<file path="config.mk">
export PLATFORM = sky130hd
export DESIGN_NAME = fp_div_seq
export DESIGN_NICKNAME = d
export VERILOG_FILES = /design/src/rtl/fp_div_seq.sv
export SDC_FILE = /design/constraint.sdc
export NUM_CORES = 1
export LEC_CHECK = 0
export CAP_MARGIN = 20
export CELL_PAD_IN_SITES_DETAIL_PLACEMENT = 0
export CELL_PAD_IN_SITES_GLOBAL_PLACEMENT = 1
export CORE_ASPECT_RATIO = 1.4
export CORE_UTILIZATION = 30
export DETAILED_ROUTE_END_ITERATION = 10
export PLACE_DENSITY = 0.63
export SLEW_MARGIN = 20
export SYNTH_ARGS = -nofsm -noshare
export SYNTH_HDL_FRONTEND = slang
export SYNTH_SLANG_ARGS = --single-unit
export TNS_END_PERCENT = 100
</file>
<file path="constraint.sdc">
create_clock -name clk -period 7.4 [get_ports clk]
set_clock_uncertainty 0.15 [all_clocks]
set_input_delay 0.74 -clock clk [delete_from_list [all_inputs] [get_ports clk]]
set_output_delay 0.74 -clock clk [all_outputs]
set_load 0.01 [all_outputs]
</file>
<file path="src/rtl/fp_div_seq.sv">
// fp_div_seq: iterative IEEE-754 single-precision divider.
// Restoring significand division, one quotient bit per clock, behind a
// start/done handshake. Denormal inputs are flushed to signed zero.
// Optional macro FP_DIV_ROUND_EN: one extra quotient bit plus sticky
// detection, giving round-to-nearest-even instead of truncation.
`timescale 1ns/1ps
module fp_div_seq #(
    parameter int EXP_W = 8,
    parameter int MAN_W = 23,
    parameter int BIAS  = 127
) (
    input  logic                   clk,
    input  logic                   rst,
    input  logic                   start,
    input  logic [EXP_W+MAN_W:0]   Op_A,
    input  logic [EXP_W+MAN_W:0]   Op_B,
    output logic                   busy,
    output logic                   done,
    output logic [EXP_W+MAN_W:0]   Resultado,
    output logic                   div_by_zero,
    output logic                   overflow,
    output logic                   underflow,
    output logic                   invalid
);

    localparam int WIDTH = 1 + EXP_W + MAN_W;
    localparam int SIG_W = MAN_W + 1;          // significand with hidden bit
    localparam int E_W   = EXP_W + 2;          // signed working exponent
`ifdef FP_DIV_ROUND_EN
    localparam int ITER  = SIG_W + 2;          // extra guard bit for rounding
`else
    localparam int ITER  = SIG_W + 1;
`endif
    localparam int CNT_W = $clog2(ITER);

    localparam logic [EXP_W-1:0]      EXP_ONES  = '1;
    localparam logic signed [E_W-1:0] BIAS_E    = E_W'(BIAS);
    localparam logic signed [E_W-1:0] EXP_MAX_E = $signed({2'b00, EXP_ONES});
    localparam logic signed [E_W-1:0] E_ONE     = E_W'(1);
    localparam logic signed [E_W-1:0] E_ZERO    = '0;

    typedef enum logic [2:0] {
        S_IDLE,
        S_PREP,
        S_DIVIDE,
        S_NORM,
        S_DONE
    } state_t;

    // ------------------------------------------------------------------
    // Registers
    // ------------------------------------------------------------------
    state_t                  r_state;
    logic [WIDTH-1:0]        r_a;
    logic [WIDTH-1:0]        r_b;
    logic                    r_sign;
    logic signed [E_W-1:0]   r_exp;
    logic [SIG_W:0]          r_rem;            // partial remainder, 1 bit of headroom
    logic [SIG_W-1:0]        r_div;            // divisor significand
    logic [ITER-1:0]         r_quo;            // quotient bits, MSB first
    logic [CNT_W-1:0]        r_cnt;

    // ------------------------------------------------------------------
    // Operand decode (from the captured operands)
    // ------------------------------------------------------------------
    logic [EXP_W-1:0] w_a_exp, w_b_exp;
    logic [MAN_W-1:0] w_a_man, w_b_man;
    logic             w_a_zero, w_b_zero, w_a_inf, w_b_inf, w_a_nan, w_b_nan;
    logic             w_sign;

    assign w_a_exp  = r_a[WIDTH-2 -: EXP_W];
    assign w_b_exp  = r_b[WIDTH-2 -: EXP_W];
    assign w_a_man  = r_a[MAN_W-1:0];
    assign w_b_man  = r_b[MAN_W-1:0];
    // A zero exponent field covers both true zero and denormals (flushed)
    assign w_a_zero = (w_a_exp == '0);
    assign w_b_zero = (w_b_exp == '0);
    assign w_a_inf  = (w_a_exp == EXP_ONES) && (w_a_man == '0);
    assign w_b_inf  = (w_b_exp == EXP_ONES) && (w_b_man == '0);
    assign w_a_nan  = (w_a_exp == EXP_ONES) && (w_a_man != '0);
    assign w_b_nan  = (w_b_exp == EXP_ONES) && (w_b_man != '0);
    assign w_sign   = r_a[WIDTH-1] ^ r_b[WIDTH-1];

    // Biased result exponent before normalization
    logic signed [E_W-1:0] w_exp_diff;
    assign w_exp_diff = $signed({2'b00, w_a_exp}) - $signed({2'b00, w_b_exp}) + BIAS_E;

    // ------------------------------------------------------------------
    // Special-case classification
    // ------------------------------------------------------------------
    logic             w_special;
    logic             w_spec_inv;
    logic             w_spec_dbz;
    logic [WIDTH-1:0] w_spec_res;

    // Resolve special operands in priority order; w_special=0 means divide
    always_comb begin
        w_special  = 1'b1;
        w_spec_inv = 1'b0;
        w_spec_dbz = 1'b0;
        w_spec_res = '0;
        if (w_a_nan || w_b_nan || (w_a_zero && w_b_zero) || (w_a_inf && w_b_inf)) begin
            w_spec_res = {1'b0, EXP_ONES, 1'b1, {(MAN_W-1){1'b0}}};
            w_spec_inv = 1'b1;
        end else if (w_b_zero) begin
            w_spec_res = {w_sign, EXP_ONES, {MAN_W{1'b0}}};
            w_spec_dbz = 1'b1;
        end else if (w_a_inf) begin
            w_spec_res = {w_sign, EXP_ONES, {MAN_W{1'b0}}};
        end else if (w_b_inf || w_a_zero) begin
            w_spec_res = {w_sign, {(WIDTH-1){1'b0}}};
        end else begin
            w_special  = 1'b0;
        end
    end

    // ------------------------------------------------------------------
    // One restoring-division step. In PREP the step works on the freshly
    // built significands, so the first quotient bit is produced while the
    // operands are classified; DIVIDE then supplies the remaining bits.
    // ------------------------------------------------------------------
    logic [SIG_W:0]   w_step_rem;
    logic [SIG_W-1:0] w_step_div;
    logic             w_step_ge;
    logic [SIG_W:0]   w_step_diff;
    logic [SIG_W:0]   w_step_next;

    assign w_step_rem  = (r_state == S_PREP) ? {1'b0, 1'b1, w_a_man} : r_rem;
    assign w_step_div  = (r_state == S_PREP) ? {1'b1, w_b_man} : r_div;
    assign w_step_ge   = (w_step_rem >= {1'b0, w_step_div});
    assign w_step_diff = w_step_ge ? (w_step_rem - {1'b0, w_step_div}) : w_step_rem;
    assign w_step_next = w_step_diff << 1;

    // ------------------------------------------------------------------
    // Normalization, optional rounding, range check and packing
    // ------------------------------------------------------------------
    logic                  w_norm_top;
    logic signed [E_W-1:0] w_exp_pre;
    logic signed [E_W-1:0] w_exp_fin;
    logic [MAN_W-1:0]      w_frac_fin;
    logic                  w_norm_ovf;
    logic                  w_norm_unf;
    logic [WIDTH-1:0]      w_norm_res;
`ifdef FP_DIV_ROUND_EN
    logic [MAN_W-1:0]      w_frac_raw;
    logic                  w_guard;
    logic                  w_sticky;
    logic                  w_round_up;
    logic [MAN_W:0]        w_frac_sum;
`endif

    // Quotient lies in (0.5, 2): at most one left shift to normalize
    always_comb begin
        w_norm_top = r_quo[ITER-1];
        w_exp_pre  = w_norm_top ? r_exp : (r_exp - E_ONE);
`ifdef FP_DIV_ROUND_EN
        w_frac_raw = w_norm_top ? r_quo[ITER-2 -: MAN_W] : r_quo[ITER-3 -: MAN_W];
        w_guard    = w_norm_top ? r_quo[1] : r_quo[0];
        // When the quotient needs no shift, its last bit sits below the guard
        w_sticky   = (w_norm_top & r_quo[0]) | (r_rem != '0);
        w_round_up = w_guard & (w_sticky | w_frac_raw[0]);
        w_frac_sum = {1'b0, w_frac_raw} + {{MAN_W{1'b0}}, w_round_up};
        w_frac_fin = w_frac_sum[MAN_W-1:0];
        // Carry out of the fraction means the significand rounded up to 2.0
        w_exp_fin  = w_exp_pre + (w_frac_sum[MAN_W] ? E_ONE : E_ZERO);
`else
        w_frac_fin = w_norm_top ? r_quo[ITER-2 -: MAN_W] : r_quo[ITER-3 -: MAN_W];
        w_exp_fin  = w_exp_pre;
`endif
        w_norm_ovf = (w_exp_fin >= EXP_MAX_E);
        w_norm_unf = !w_norm_ovf && (w_exp_fin <= E_ZERO);
        if (w_norm_ovf) begin
            w_norm_res = {r_sign, EXP_ONES, {MAN_W{1'b0}}};
        end else if (w_norm_unf) begin
            w_norm_res = {r_sign, {(WIDTH-1){1'b0}}};
        end else begin
            w_norm_res = {r_sign, w_exp_fin[EXP_W-1:0], w_frac_fin};
        end
    end

    // ------------------------------------------------------------------
    // Control FSM with registered outputs and datapath registers
    // ------------------------------------------------------------------
    always_ff @(posedge clk or posedge rst) begin
        if (rst) begin
            r_state     <= S_IDLE;
            r_a         <= '0;
            r_b         <= '0;
            r_sign      <= 1'b0;
            r_exp       <= '0;
            r_rem       <= '0;
            r_div       <= '0;
            r_quo       <= '0;
            r_cnt       <= '0;
            busy        <= 1'b0;
            done        <= 1'b0;
            Resultado   <= '0;
            div_by_zero <= 1'b0;
            overflow    <= 1'b0;
            underflow   <= 1'b0;
            invalid     <= 1'b0;
        end else begin
            case (r_state)
                S_IDLE: begin
                    done <= 1'b0;
                    if (start) begin
                        r_a         <= Op_A;
                        r_b         <= Op_B;
                        div_by_zero <= 1'b0;
                        overflow    <= 1'b0;
                        underflow   <= 1'b0;
                        invalid     <= 1'b0;
                        busy        <= 1'b1;
                        r_state     <= S_PREP;
                    end
                end
                S_PREP: begin
                    r_sign <= w_sign;
                    if (w_special) begin
                        Resultado   <= w_spec_res;
                        invalid     <= w_spec_inv;
                        div_by_zero <= w_spec_dbz;
                        busy        <= 1'b0;
                        done        <= 1'b1;
                        r_state     <= S_DONE;
                    end else begin
                        r_exp   <= w_exp_diff;
                        r_div   <= w_step_div;
                        r_rem   <= w_step_next;
                        r_quo   <= {{(ITER-1){1'b0}}, w_step_ge};
                        r_cnt   <= CNT_W'(ITER - 2);
                        r_state <= S_DIVIDE;
                    end
                end
                S_DIVIDE: begin
                    r_rem <= w_step_next;
                    r_quo <= {r_quo[ITER-2:0], w_step_ge};
                    r_cnt <= r_cnt - CNT_W'(1);
                    if (r_cnt == '0) begin
                        r_state <= S_NORM;
                    end
                end
                S_NORM: begin
                    Resultado <= w_norm_res;
                    overflow  <= w_norm_ovf;
                    underflow <= w_norm_unf;
                    busy      <= 1'b0;
                    done      <= 1'b1;
                    r_state   <= S_DONE;
                end
                S_DONE: begin
                    done    <= 1'b0;
                    r_state <= S_IDLE;
                end
                default: begin
                    r_state <= S_IDLE;
                end
            endcase
        end
    end

endmodule
</file>
Yosys cells after proc, flatten, opt, wreduce, memory -nomap -nowiden
Index checks and enable logic that the tools add are counted.
Widths: inputs -> output; s select.
{"block": "word_totals", "reg_bits": 195, "wordCells": 114, "inputBits": 67, "output_inout_bits": 38}
{"block": "op_classes", "reduce_logical": 36, "order_cmp": 3, "bitwise_logic": 2, "n_eq_ne": 10, "n_addsub": 5, "n_mux": 42}
{"operator": "$mux 32", "count": 5}
{"operator": "$pmux 25 s2", "count": 2}
{"operator": "$mux 25", "count": 3}
{"operator": "$pmux 32 s2", "count": 1}
{"operator": "$mux 31", "count": 2}
{"operator": "$mux 24", "count": 2}
{"operator": "$logic_not 23->1", "count": 2}
{"operator": "$reduce_bool 23->1", "count": 2}
{"operator": "$ge 25x24->1", "count": 1}
{"operator": "$sub 24x24->24", "count": 1}
{"operator": "$mux 23", "count": 1}
{"operator": "$eq 8x8->1 const B", "count": 2}
{"operator": "$logic_not 8->1", "count": 2}
{"operator": "$reduce_and 2->1", "count": 7}
{"operator": "$mux 1", "count": 13}
{"operator": "$pmux 3 s4", "count": 1}
{"operator": "$add 9x8->10 const B", "count": 1}
{"operator": "$ge 10x9->1 const B", "count": 1}
{"operator": "$le 10x1->1 const B", "count": 1}
{"operator": "$mux 10", "count": 1}
{"operator": "$pmux 5 s2", "count": 1}
{"operator": "$sub 10x2->10 const B", "count": 1}
{"operator": "$mux 3", "count": 3}
{"operator": "$sub 8x8->9", "count": 1}
{"operator": "19 further kinds", "count": 41}

Logic depth before layout (Yosys ltp)
{"block": "depth", "ltp_word": 9, "ltp_mapped": 19}

Least setup slack after synthesis
No wires, ideal clock.
{"block": "synth_timing", "kind": "reg2reg", "startpoint": "register r_state[1]", "endpoint": "register r_rem[13]", "period_less_slack_ns": 4.071, "setup_slack_ns": 3.329, "n_path_buf": 6, "arrival_ns": 3.787, "stages_incl_launch_ff": 19, "setup_ns": 0.134, "cell_sequence": "dfrtp_1 clkbuf_1 nor2_1 nand2_1 clkbuf_1 clkbuf_1 mux2i_1 ha_1 buf_2 nand4_1 nor2_1 o211ai_1 a31o_2 a31o_2 a31oi_1 buf_4 buf_4 mux2i_1 o21ai_0"}
{"block": "synth_between", "elab_chain_cells": 6, "word_cells_on_any_way": 12, "classes_between": "add/sub (1); order compare (1); eq/ne (3); mux (5); reduce/logical (2)"}
{"element": "start, declared", "line_no": "53", "rtl": "state_t r_state;"}
{"element": "start signal, assigned", "line_no": "186", "rtl": "r_state <= S_IDLE;"}
{"element": "start signal, assigned", "line_no": "214", "rtl": "r_state <= S_PREP;"}
{"element": "start signal, assigned", "line_no": "225", "rtl": "r_state <= S_DONE;"}
{"element": "$eq 3x1->1", "line_no": "128, 129, 203"}
{"element": "$mux 25 / $mux 24 (equally long branches)", "line_no": "128, 129"}
{"element": "$sub 24x24->24 / $ge 25x24->1 (equally long branches)", "line_no": "131, 130"}
{"element": "$mux 24", "line_no": "131", "rtl": "assign w_step_diff = w_step_ge ? (w_step_rem - {1'b0, w_step_div}) : w_step_rem;"}
{"element": "$mux 25", "line_no": "219", "rtl": "if (w_special) begin"}
{"element": "$pmux 25 s2", "line_no": "203", "rtl": "case (r_state)"}
{"element": "end signal, assigned", "line_no": "229", "rtl": "r_rem <= w_step_next;"}
{"element": "end signal, assigned", "line_no": "236", "rtl": "r_rem <= w_step_next;"}
{"element": "end, declared", "line_no": "58", "rtl": "logic [SIG_W:0] r_rem;"}
Parallel ways exist; a longest one is shown, timed or not. The select of a mux whose other input is x is not followed.
A chain may end at the register's enable or synchronous reset.

Worst setup path after layout
{"block": "layout_timing", "startpoint": "register r_state[1]", "endpoint": "register r_rem[12]"}
Same word-level chain as after synthesis.

==> metrics.txt <==
Lkg Pwr=5.431 nW; end of the worst register-to-register path=r_rem[12]; Setup TNS Final=0 ns; area fraction of the dominant cell type after synthesis=0.4471; Reg clk slew, reported paths=0.07 ns; status=complete, no violations; crit path max fanout=30; Syn Area/Cell=9.835 µm²; detailed-route via count=8,174; Worst-Margin Slew=0.9570 ns; WL final=27,530 µm; post-synth top area cell=dfrtp_1; CP Capture Type=register; row cnt=82; post-CTS setup repair buffer count=0; Hold Path End=r_div[23]; RSZ-0062 raised after global routing=false; initial antenna violation count=0; Max clock buf depth=2; TritonCTS Buffers=17; total DRC errors in the routed layout=0; Core Footprint=35,700 µm²; Gate power share=0.588; ys flop type=dfrtp_1; Min-Delay Path Depth=1; Final Slew Violations=0; largest net degree at the start of global routing=123; Setup Crit Path Kind=reg -> reg; fin area=12,890 µm²; routability congestion estimate=0.8478; CP required=7.55 ns; number of synthesized register bits=194; die area=36,970 µm²; Worst R2R Start=r_state[1]; hold path start=r_div[23]; DRC marker count from the first detailed-route iteration=316; number of top-level pins=105; wire length per cell=16.73 µm; placed cell areas=12,260 µm²; share of layout cells above drive strength 1=0.1309; Total Routing Usage GR=0.1582; DIE HEIGHT=227.1 µm; Final Setup Violations=0; IO buf count=104; Die W=162.8 µm; Clock power frac=0.143; CTS sink count=194; ANT cells=0; post-synthesis async set-or-reset flop share=1.000; Gate Count Post-Synth=1,104; Fin. Hold Viols=0; Syn Std Cell Area=10,860 µm²; CTS tree=built; final period utilization=0.6578; first-pass GRT wire length=45,040 µm; synth warn=0; Internal=0.003887 W; Seq pwr share=0.269; Slew headroom=0.3620; Critical Path Start Type=register; vias in the first global route=8,378; post_cts resized=0; commonest non-fill, non-tap cell in the layout=nand2_1; grt ovf=0; vias per cell=4.966; Final #Nets=1,276; Critical Path AT=5.02 ns; Synth cell types=83; Starting Density=0.3041; clock latency on the worst-skew pair=0.45 ns; Pwr per Cell Area=547.3 nW/µm²; minimum clock period=4.868 ns; DRT Pass-1 Iters=4; Root Buffer=clkbuf_16; Seq/Total Area, Yosys=0.4471; Max-cap violations=0; H-tree levels=4; R2R setup slack=2.53 ns; sw frac=0.4489; area delta synth->final=18.70%; Hold WC Path Type=reg -> reg; top post-synthesis cells by area=dfrtp_1 45%, nand2_1 6.8%, mux2i_1 6.3%; commonest non-fill, non-tap cells in the layout=197 x nand2_1, 194 x dfrtp_1, 104 x clkdlybuf4s50_1, 88 x o21ai_0, 68 x mux2i_1; Post-Syn Nets=1,209; fmax=205.4 MHz; hpwl dp=20,030 µm; NetSw=0.003167 W; number of synthesized flops with an enable pin=0; Max VDD drop=221.1 µV; ANT nets after route=0; hold buffers post-CTS=0; R2R cell count=14
## worst max-delay path, stage by stage, from the launching register on
cell,delay [ns]
dfrtp_1,0.48
nor2_1,0.23
nand2_2,0.51
buf_4,0.44
mux2i_1,0.16
ha_1,0.47
nand4_1,0.21
nor2_1,0.27
o211ai_1,0.13
a31o_2,0.26
a31o_2,0.24
a31oi_4,0.61
buf_16,0.23
mux2i_1,0.19
o21ai_0,0.09
## cell families after synthesis
family          after synthesis  share of synthesized area
simple gates                361                     0.1549
fa+ha+maj                    38                    0.04517
compound gates              256                     0.1590
mux                         127                     0.1239
buf+inv                      93                    0.04171
flops                       194                     0.4471
xor+xnor                     35                    0.02823
## power groups by stage
stage	combinational, W	clock (W)	sequential, W
global route	0.00467	0.00109	0.00196
floorplan	0.00324	0	0.00177
CTS	0.00421	0.00105	0.00190
global placement	0.00410	0	0.00191
detailed placement	0.00420	0	0.00192
finish	0.00415	0.00101	0.00190
## worst max-delay path by stage
stage                           from      endpoint  cells past startpoint
after floorplan                  rst  Resultado[0]                      1
after global placement    r_state[1]     r_rem[21]                     14
after detailed placement  r_state[1]     r_rem[12]                     14
after CTS                 r_state[1]     r_rem[12]                     14
after global routing      r_state[1]     r_rem[12]                     14
final                     r_state[1]     r_rem[12]                     14
## flip-flops by register name, indices dropped and copies added (netlist names), 3 cells and up
register   flops
Resultado     32
r_a           32
r_b           32
r_cnt          5
r_div         24
r_exp         10
r_quo         25
r_rem         24
r_state        3
## layer usage
layer,part of all wire,wire length [µm],vias to the layer above,track usage
met5,0,0,-,0
met4,0.035,970,0,0.07115
met3,0.026,729,38,0.02860
met2,0.52,14280,133,0.2835
met1,0.42,11550,3944,0.1820
li1,-,-,4059,-
## synth_stat cells, types with 4 or more instances
cell type	instances
nand2b_1	13
buf_1	5
ha_1	36
nand3b_1	4
nand4_1	9
o21ai_2	21
or2_2	4
a211oi_1	7
o21ai_0	88
a21o_1	7
xnor2_1	19
nand2_1	198
a21oi_2	8
buf_6	4
a22o_1	26
a21oi_1	28
buf_2	10
mux2_2	59
o211ai_1	7
clkbuf_1	38
inv_1	25
a31oi_1	6
nor4_1	16
xor2_1	16
dfrtp_1	194
nor2_1	53
mux2i_1	68
or3_1	5
o21bai_1	5
o21ai_1	7
o21a_1	7
nor3_1	22
nand3_1	10
## through the flow
step           worst slack (ns)  hold WS, ns  total power (W)  utilization  cells
2_1_floorplan             1.226       0.2854         0.005011            -   1104
3_3_place_gp              2.423       0.3013         0.006010       0.3426   1613
3_5_place_dp              2.515       0.3040         0.006118       0.3433   1614
4_1_cts                   2.476       0.3255         0.007160       0.3610   1646
5_1_grt                   2.082       0.3483         0.007726       0.3610   1646
6_report                  2.532       0.3214         0.007054       0.3610   1646
## layout make-up
type	instances	area, µm²
sequential	194	4855
multi-input combinational	817	5579
clock inverter	14	201.4
timing repair buffer	114	1136
inverter	27	110.1
clock buffer	18	429.2
tap	462	578.1
fill	3672	22820
Note: power is estimated with default switching activity, not from simulation.
